File: config.mk
export PLATFORM = sky130hd
export DESIGN_NAME = wb_acum
export DESIGN_NICKNAME = d
export VERILOG_FILES = /design/src/rtl/acum_pkg.sv /design/src/rtl/wb_pipe_reg.sv /design/src/rtl/wb_acum.sv
export SDC_FILE = /design/constraint.sdc
export NUM_CORES = 1
export LEC_CHECK = 0
export ABC_AREA = 0
export ABC_CLOCK_PERIOD_IN_PS = 2100
export CAP_MARGIN = 0
export CORE_ASPECT_RATIO = 1.25
export CORE_MARGIN = 5
export CORE_UTILIZATION = 30
export DETAILED_ROUTE_END_ITERATION = 8
export GPL_ROUTABILITY_DRIVEN = 0
export HOLD_SLACK_MARGIN = 0.05
export SLEW_MARGIN = 10
export SYNTH_ARGS = -nofsm -noshare
export SYNTH_HDL_FRONTEND = slang
export SYNTH_SLANG_ARGS = --single-unit
File: constraint.sdc
create_clock -name Clock -period 2.1 [get_ports Clock]
set_input_delay 0.315 -clock Clock [delete_from_list [all_inputs] [get_ports Clock]]
set_output_delay 0.315 -clock Clock [all_outputs]
set_load 0.01 [all_outputs]
File: src/rtl/acum_pkg.sv
// Shared definitions for the accumulator write-back stage: control-bit
// positions, accumulator select codes and the default data width.
package acum_pkg;

    localparam int DEF_DATA_W = 8;
    localparam int CTL_W      = 3;

    // Bit positions inside the 3-bit accumulator control field
    localparam int CTL_WE  = 0;
    localparam int CTL_SEL = 1;
    localparam int CTL_FLG = 2;

    // Accumulator select codes carried in ctrl[CTL_SEL]
    localparam logic ACUM_A = 1'b0;
    localparam logic ACUM_B = 1'b1;

endpackage

File: src/rtl/wb_pipe_reg.sv
// MEM/WB pipeline register. Flush beats stall beats normal capture; both
// flush and stall turn the entry into a bubble while holding data/ctrl.
module wb_pipe_reg
    import acum_pkg::*;
#(
    parameter int DATA_W = DEF_DATA_W
) (
    input  logic              clk_i,
    input  logic              srst_i,
    input  logic              valid_i,
    input  logic [DATA_W-1:0] data_i,
    input  logic [CTL_W-1:0]  ctrl_i,
    input  logic              stall_i,
    input  logic              flush_i,
    output logic              valid_o,
    output logic [DATA_W-1:0] data_o,
    output logic [CTL_W-1:0]  ctrl_o
);

    logic              valid_q, valid_d;
    logic [DATA_W-1:0] data_q,  data_d;
    logic [CTL_W-1:0]  ctrl_q,  ctrl_d;

    // Next entry: bubble on flush or stall, otherwise take the memory stage
    always_comb begin
        valid_d = valid_q;
        data_d  = data_q;
        ctrl_d  = ctrl_q;
        if (flush_i) begin
            valid_d = 1'b0;
        end else if (stall_i) begin
            valid_d = 1'b0;
        end else begin
            valid_d = valid_i;
            data_d  = data_i;
            ctrl_d  = ctrl_i;
        end
    end

    // Register update with synchronous clear
    always_ff @(posedge clk_i) begin
        if (srst_i) begin
            valid_q <= 1'b0;
            data_q  <= '0;
            ctrl_q  <= '0;
        end else begin
            valid_q <= valid_d;
            data_q  <= data_d;
            ctrl_q  <= ctrl_d;
        end
    end

    assign valid_o = valid_q;
    assign data_o  = data_q;
    assign ctrl_o  = ctrl_q;

endmodule

File: src/rtl/wb_acum.sv
// Write-back stage: commits the MEM/WB entry to accumulators A/B and the
// Z/N flags, forwards the pending write to execute, counts retirements.
module wb_acum
    import acum_pkg::*;
#(
    parameter int DATA_W = DEF_DATA_W,
    parameter int CNT_W  = 16
) (
    input  logic              Clock,
    input  logic              Reset,
    input  logic [DATA_W-1:0] iDataToWB,
    input  logic [CTL_W-1:0]  iControlAcum_MEM,
    input  logic              iValid_MEM,
    input  logic              iStall,
    input  logic              iFlush,
    output logic [DATA_W-1:0] oAcumA,
    output logic [DATA_W-1:0] oAcumB,
    output logic              oZero,
    output logic              oNeg,
    output logic              oFwdValid,
    output logic              oFwdSel,
    output logic [DATA_W-1:0] oFwdData,
    output logic [CNT_W-1:0]  oRetired
);

    logic              wb_valid;
    logic [DATA_W-1:0] wb_data;
    logic [CTL_W-1:0]  wb_ctrl;

    logic [DATA_W-1:0] acum_a_q, acum_a_d;
    logic [DATA_W-1:0] acum_b_q, acum_b_d;
    logic              zero_q, zero_d;
    logic              neg_q, neg_d;
    logic [CNT_W-1:0]  retired_q, retired_d;

    wb_pipe_reg #(
        .DATA_W (DATA_W)
    ) u_pipe (
        .clk_i   (Clock),
        .srst_i  (Reset),
        .valid_i (iValid_MEM),
        .data_i  (iDataToWB),
        .ctrl_i  (iControlAcum_MEM),
        .stall_i (iStall),
        .flush_i (iFlush),
        .valid_o (wb_valid),
        .data_o  (wb_data),
        .ctrl_o  (wb_ctrl)
    );

    // Commit the current entry; the register's own update on the same edge
    // is independent, so consecutive writes retire in program order
    always_comb begin
        acum_a_d  = acum_a_q;
        acum_b_d  = acum_b_q;
        zero_d    = zero_q;
        neg_d     = neg_q;
        retired_d = retired_q;
        if (wb_valid) begin
            if (wb_ctrl[CTL_WE]) begin
                if (wb_ctrl[CTL_SEL] == ACUM_A) begin
                    acum_a_d = wb_data;
                end else begin
                    acum_b_d = wb_data;
                end
            end
            // Flags may be refreshed without an accumulator write
            if (wb_ctrl[CTL_FLG]) begin
                zero_d = (wb_data == '0);
                neg_d  = wb_data[DATA_W-1];
            end
            retired_d = retired_q + CNT_W'(1);
        end
    end

    // Architectural state; reset drops any pending entry uncommitted
    always_ff @(posedge Clock) begin
        if (Reset) begin
            acum_a_q  <= '0;
            acum_b_q  <= '0;
            zero_q    <= 1'b0;
            neg_q     <= 1'b0;
            retired_q <= '0;
        end else begin
            acum_a_q  <= acum_a_d;
            acum_b_q  <= acum_b_d;
            zero_q    <= zero_d;
            neg_q     <= neg_d;
            retired_q <= retired_d;
        end
    end

    assign oAcumA    = acum_a_q;
    assign oAcumB    = acum_b_q;
    assign oZero     = zero_q;
    assign oNeg      = neg_q;
    assign oRetired  = retired_q;

    assign oFwdValid = wb_valid & wb_ctrl[CTL_WE];
    assign oFwdSel   = wb_ctrl[CTL_SEL];
    assign oFwdData  = wb_data;

endmodule

==> flow_summary_export.csv <==
group,metric,value,unit
clock_network,cts_tree,"built",
route,finalWirelength,4.42,mm
sta,hold_violations,0,
layout,diodes,0,
power,vdd_drop_max,0.283,mV
logic_synthesis,yosysSeqAreaShare,50.6,%
layout,area_growth_syn_to_layout,42.2,%
power,leakage,0.977,nW
global_routing,antenna_found_initial,0,
placed_design,pre_cts_ws,0.570,ns
critical_path,worstSetupStartpointType,"flop",
critical_path,critPathKind,"reg -> out",
run_status,status,"finished clean",
critical_path,reg2reg_from,"oRetired[0]",
logic_synthesis,yosys-top-cells-count,"46 x dfxtp_1, 31 x nand2_1, 31 x nor2_1",
route,first_iter_violations,78,
clock_network,clk_pin_slew_worst_paths,0.08,ns
critical_path,endpoint_kind,"primary output",
sta,min_period,1.72,ns
critical_path,crit_required,1.78,ns
floorplanning,dieWidth,79.7,µm
critical_path,reg2reg_depth,5,
placed_design,dp_hpwl,3.19,mm
logic_synthesis,ys.warnings.count,0,
floorplanning,die_h,97.1,µm
route,ant_nets,0,
clock_network,clkLatencyLatePin,0.30,ns
logic_synthesis,async_flop_share,0,%
sta,slew-limit-headroom,64.5,%
clock_network,cts.path.max_buffers,2,
floorplanning,dieArea,7730,µm²
sta,finalCritPeriodShare,81.7,%
hold_path,min_from,"oNeg",
route,drtPass1Iterations,4,
route,avgRoutedWirePerCell,13.0,µm
sta,worst_pin_slew,0.532,ns
hold_path,min_to,"oNeg",
critical_path,critPathTopFamily,"buffers and inverters",
logic_synthesis,ys.flop_type,"dfxtp_1",
logic_synthesis,synth_top_area_share,50.6,%
global_routing,grt-ovfl-total,0,
sta,worst_slack,0.383,ns
clock_network,ctsHoldBuffers,0,
sta,tns,0,ns
critical_path,max_stage_delay,0.60,ns
floorplanning,start_util,31.1,%
hold_path,hp-class,"reg -> reg",
route,viasPerCell,4.59,
critical_path,r2r_slack,0.58,ns
logic_synthesis,avgSynthCellArea,9.28,µm²
hold_path,hold_path_depth,2,
sta,rsz0062_at_grt,"no",
power,power_density,594,nW/µm²
critical_path,cp.arrival,1.40,ns
clock_network,cts.sinks,46,
sta,slew_violations,0,
global_routing,grt_pass1_wl,7.40,mm
sta,fmax,583,MHz
clock_network,cts_htree_levels,2,
logic_synthesis,synth_top_area_cell,"dfxtp_1",
logic_synthesis,ys_types,26,
clock_network,ctsRootBufferMaster,"clkbuf_8",
critical_path,cp_num_cells,1,
global_routing,grt_max_degree,47,
sta,setup_viol_count_final,0,
logic_synthesis,syn-num-nets,213,
placed_design,port_buffers,59,
critical_path,reg2reg_to,"oRetired[14]",
critical_path,crit_path_cell_trace,"clkdlybuf4s50_1",
critical_path,cp.buffers_inverters,1,
clock_network,cts_resized,0,
sta,skew,0.00757,ns
logic_synthesis,syn_inst,196,
global_routing,grt_pass1_vias,1494,
critical_path,cp_slowest_cell,"clkdlybuf4s50_1",
floorplanning,coreArea,5860,µm²
logic_synthesis,ys_ff_latch,46,
route,drc,0,
logic_synthesis,syn_area,1820,µm²
clock_network,post_cts_buffers,0,
clock_network,numCtsBuffers,5,
critical_path,worst-path-max-fanout,6,
layout,drive_above_1_share,7.39,%
floorplanning,rows,31,
critical_path,crit_path_start,"oRetired[2]",
global_routing,groute.usage.overall,12.0,%
layout,final_nets,273,
logic_synthesis,synth-edff-count,0,
logic_synthesis,yosysMostFrequentCell,"dfxtp_1",
run,drv_cap,0,
route,dr_total_vias,1556,
floorplanning,ios,60,
logic_synthesis,synth_area_leaders,"dfxtp_1 51%, mux2i_1 9.4%, nand2_1 6.4%",
[worst max path at each step]
stage                       endpoint
floorplan               oRetired[14]
global placement    u_pipe.data_o[1]
detailed placement      oRetired[14]
CTS                      oRetired[2]
global route             oRetired[2]
finish                   oRetired[2]
[area by class of cell]
cell class                 count  area [µm²]
clock buffer                   5        68.8
clock inverter                 3        21.3
fill                         593        3270
inverter                       2        7.51
multi-input combinational    139         852
sequential                    46         921
tap                           82         103
timing repair buffer          62         613
[flip-flops by register name, indices dropped and copies added (netlist names)]
signal / flops
u_pipe.valid_o: 1
oAcumB: 8
oZero: 1
oNeg: 1
oAcumA: 8
u_pipe.ctrl_o: 3
oRetired: 16
u_pipe.data_o: 8
[report_power, final]
group          switching (mW)  leakage (nW)  total [mW]  internal (mW)
Clock                   0.309        0.0441       0.543          0.234
Combinational          0.0440         0.561      0.0976         0.0536
Sequential             0.0136         0.372       0.896          0.883
Total                   0.367         0.977        1.54           1.17
[layout by cell type, fill, tap and decap left out, drive strengths merged]
master / n
clkdlybuf4s50: 59
dfxtp: 46
nand2: 31
nor2: 31
mux2i: 17
a21oi: 15
xnor2: 11
nor4: 7
nand4: 7
clkbuf: 5
nand3: 5
nor3: 4
buf: 3
inv: 2
o21ai: 2
or3: 2
xor2: 2
clkinv: 2
and2: 1
or2: 1
nand2b: 1
nor3b: 1
ha: 1
clkinvlp: 1
[metrics by stage]
| stage | std cells | power [mW] | hold WS (ns) | cell area [µm²] | utilization, % |
|---|---|---|---|---|---|
| 6_report | 339 | 1.54 | 0.469 | 2590 | 44.2 |
| 5_1_grt | 339 | 1.61 | 0.494 | 2590 | 44.2 |
| 4_1_cts | 339 | 1.56 | 0.474 | 2590 | 44.2 |
| 3_5_place_dp | 331 | 1.02 | 0.461 | 2500 | 42.6 |
| 3_3_place_gp | 331 | 1.02 | 0.442 | 2500 | 42.6 |
| 2_1_floorplan | 196 | 0.955 | 0.432 | 1820 | - |
[metal layers]
layer / vias to the layer above / GRT usage [%] / part of all wire [%]
met2: 47 / 19.0 / 48
li1: 784 / - / -
met5: - / 0 / 0
met1: 716 / 15.1 / 44
met3: 9 / 3.06 / 6.2
met4: 0 / 5.29 / 1.7
[logic make-up after synthesis]
kind of cell | share of synthesized area (%)
compound gates | 4.68
flops | 50.6
simple gates | 25.9
xor+xnor | 6.26
buf+inv | 2.54
mux | 9.35
fa+ha+maj | 0.688
Note: power is estimated with default switching activity, not from simulation.
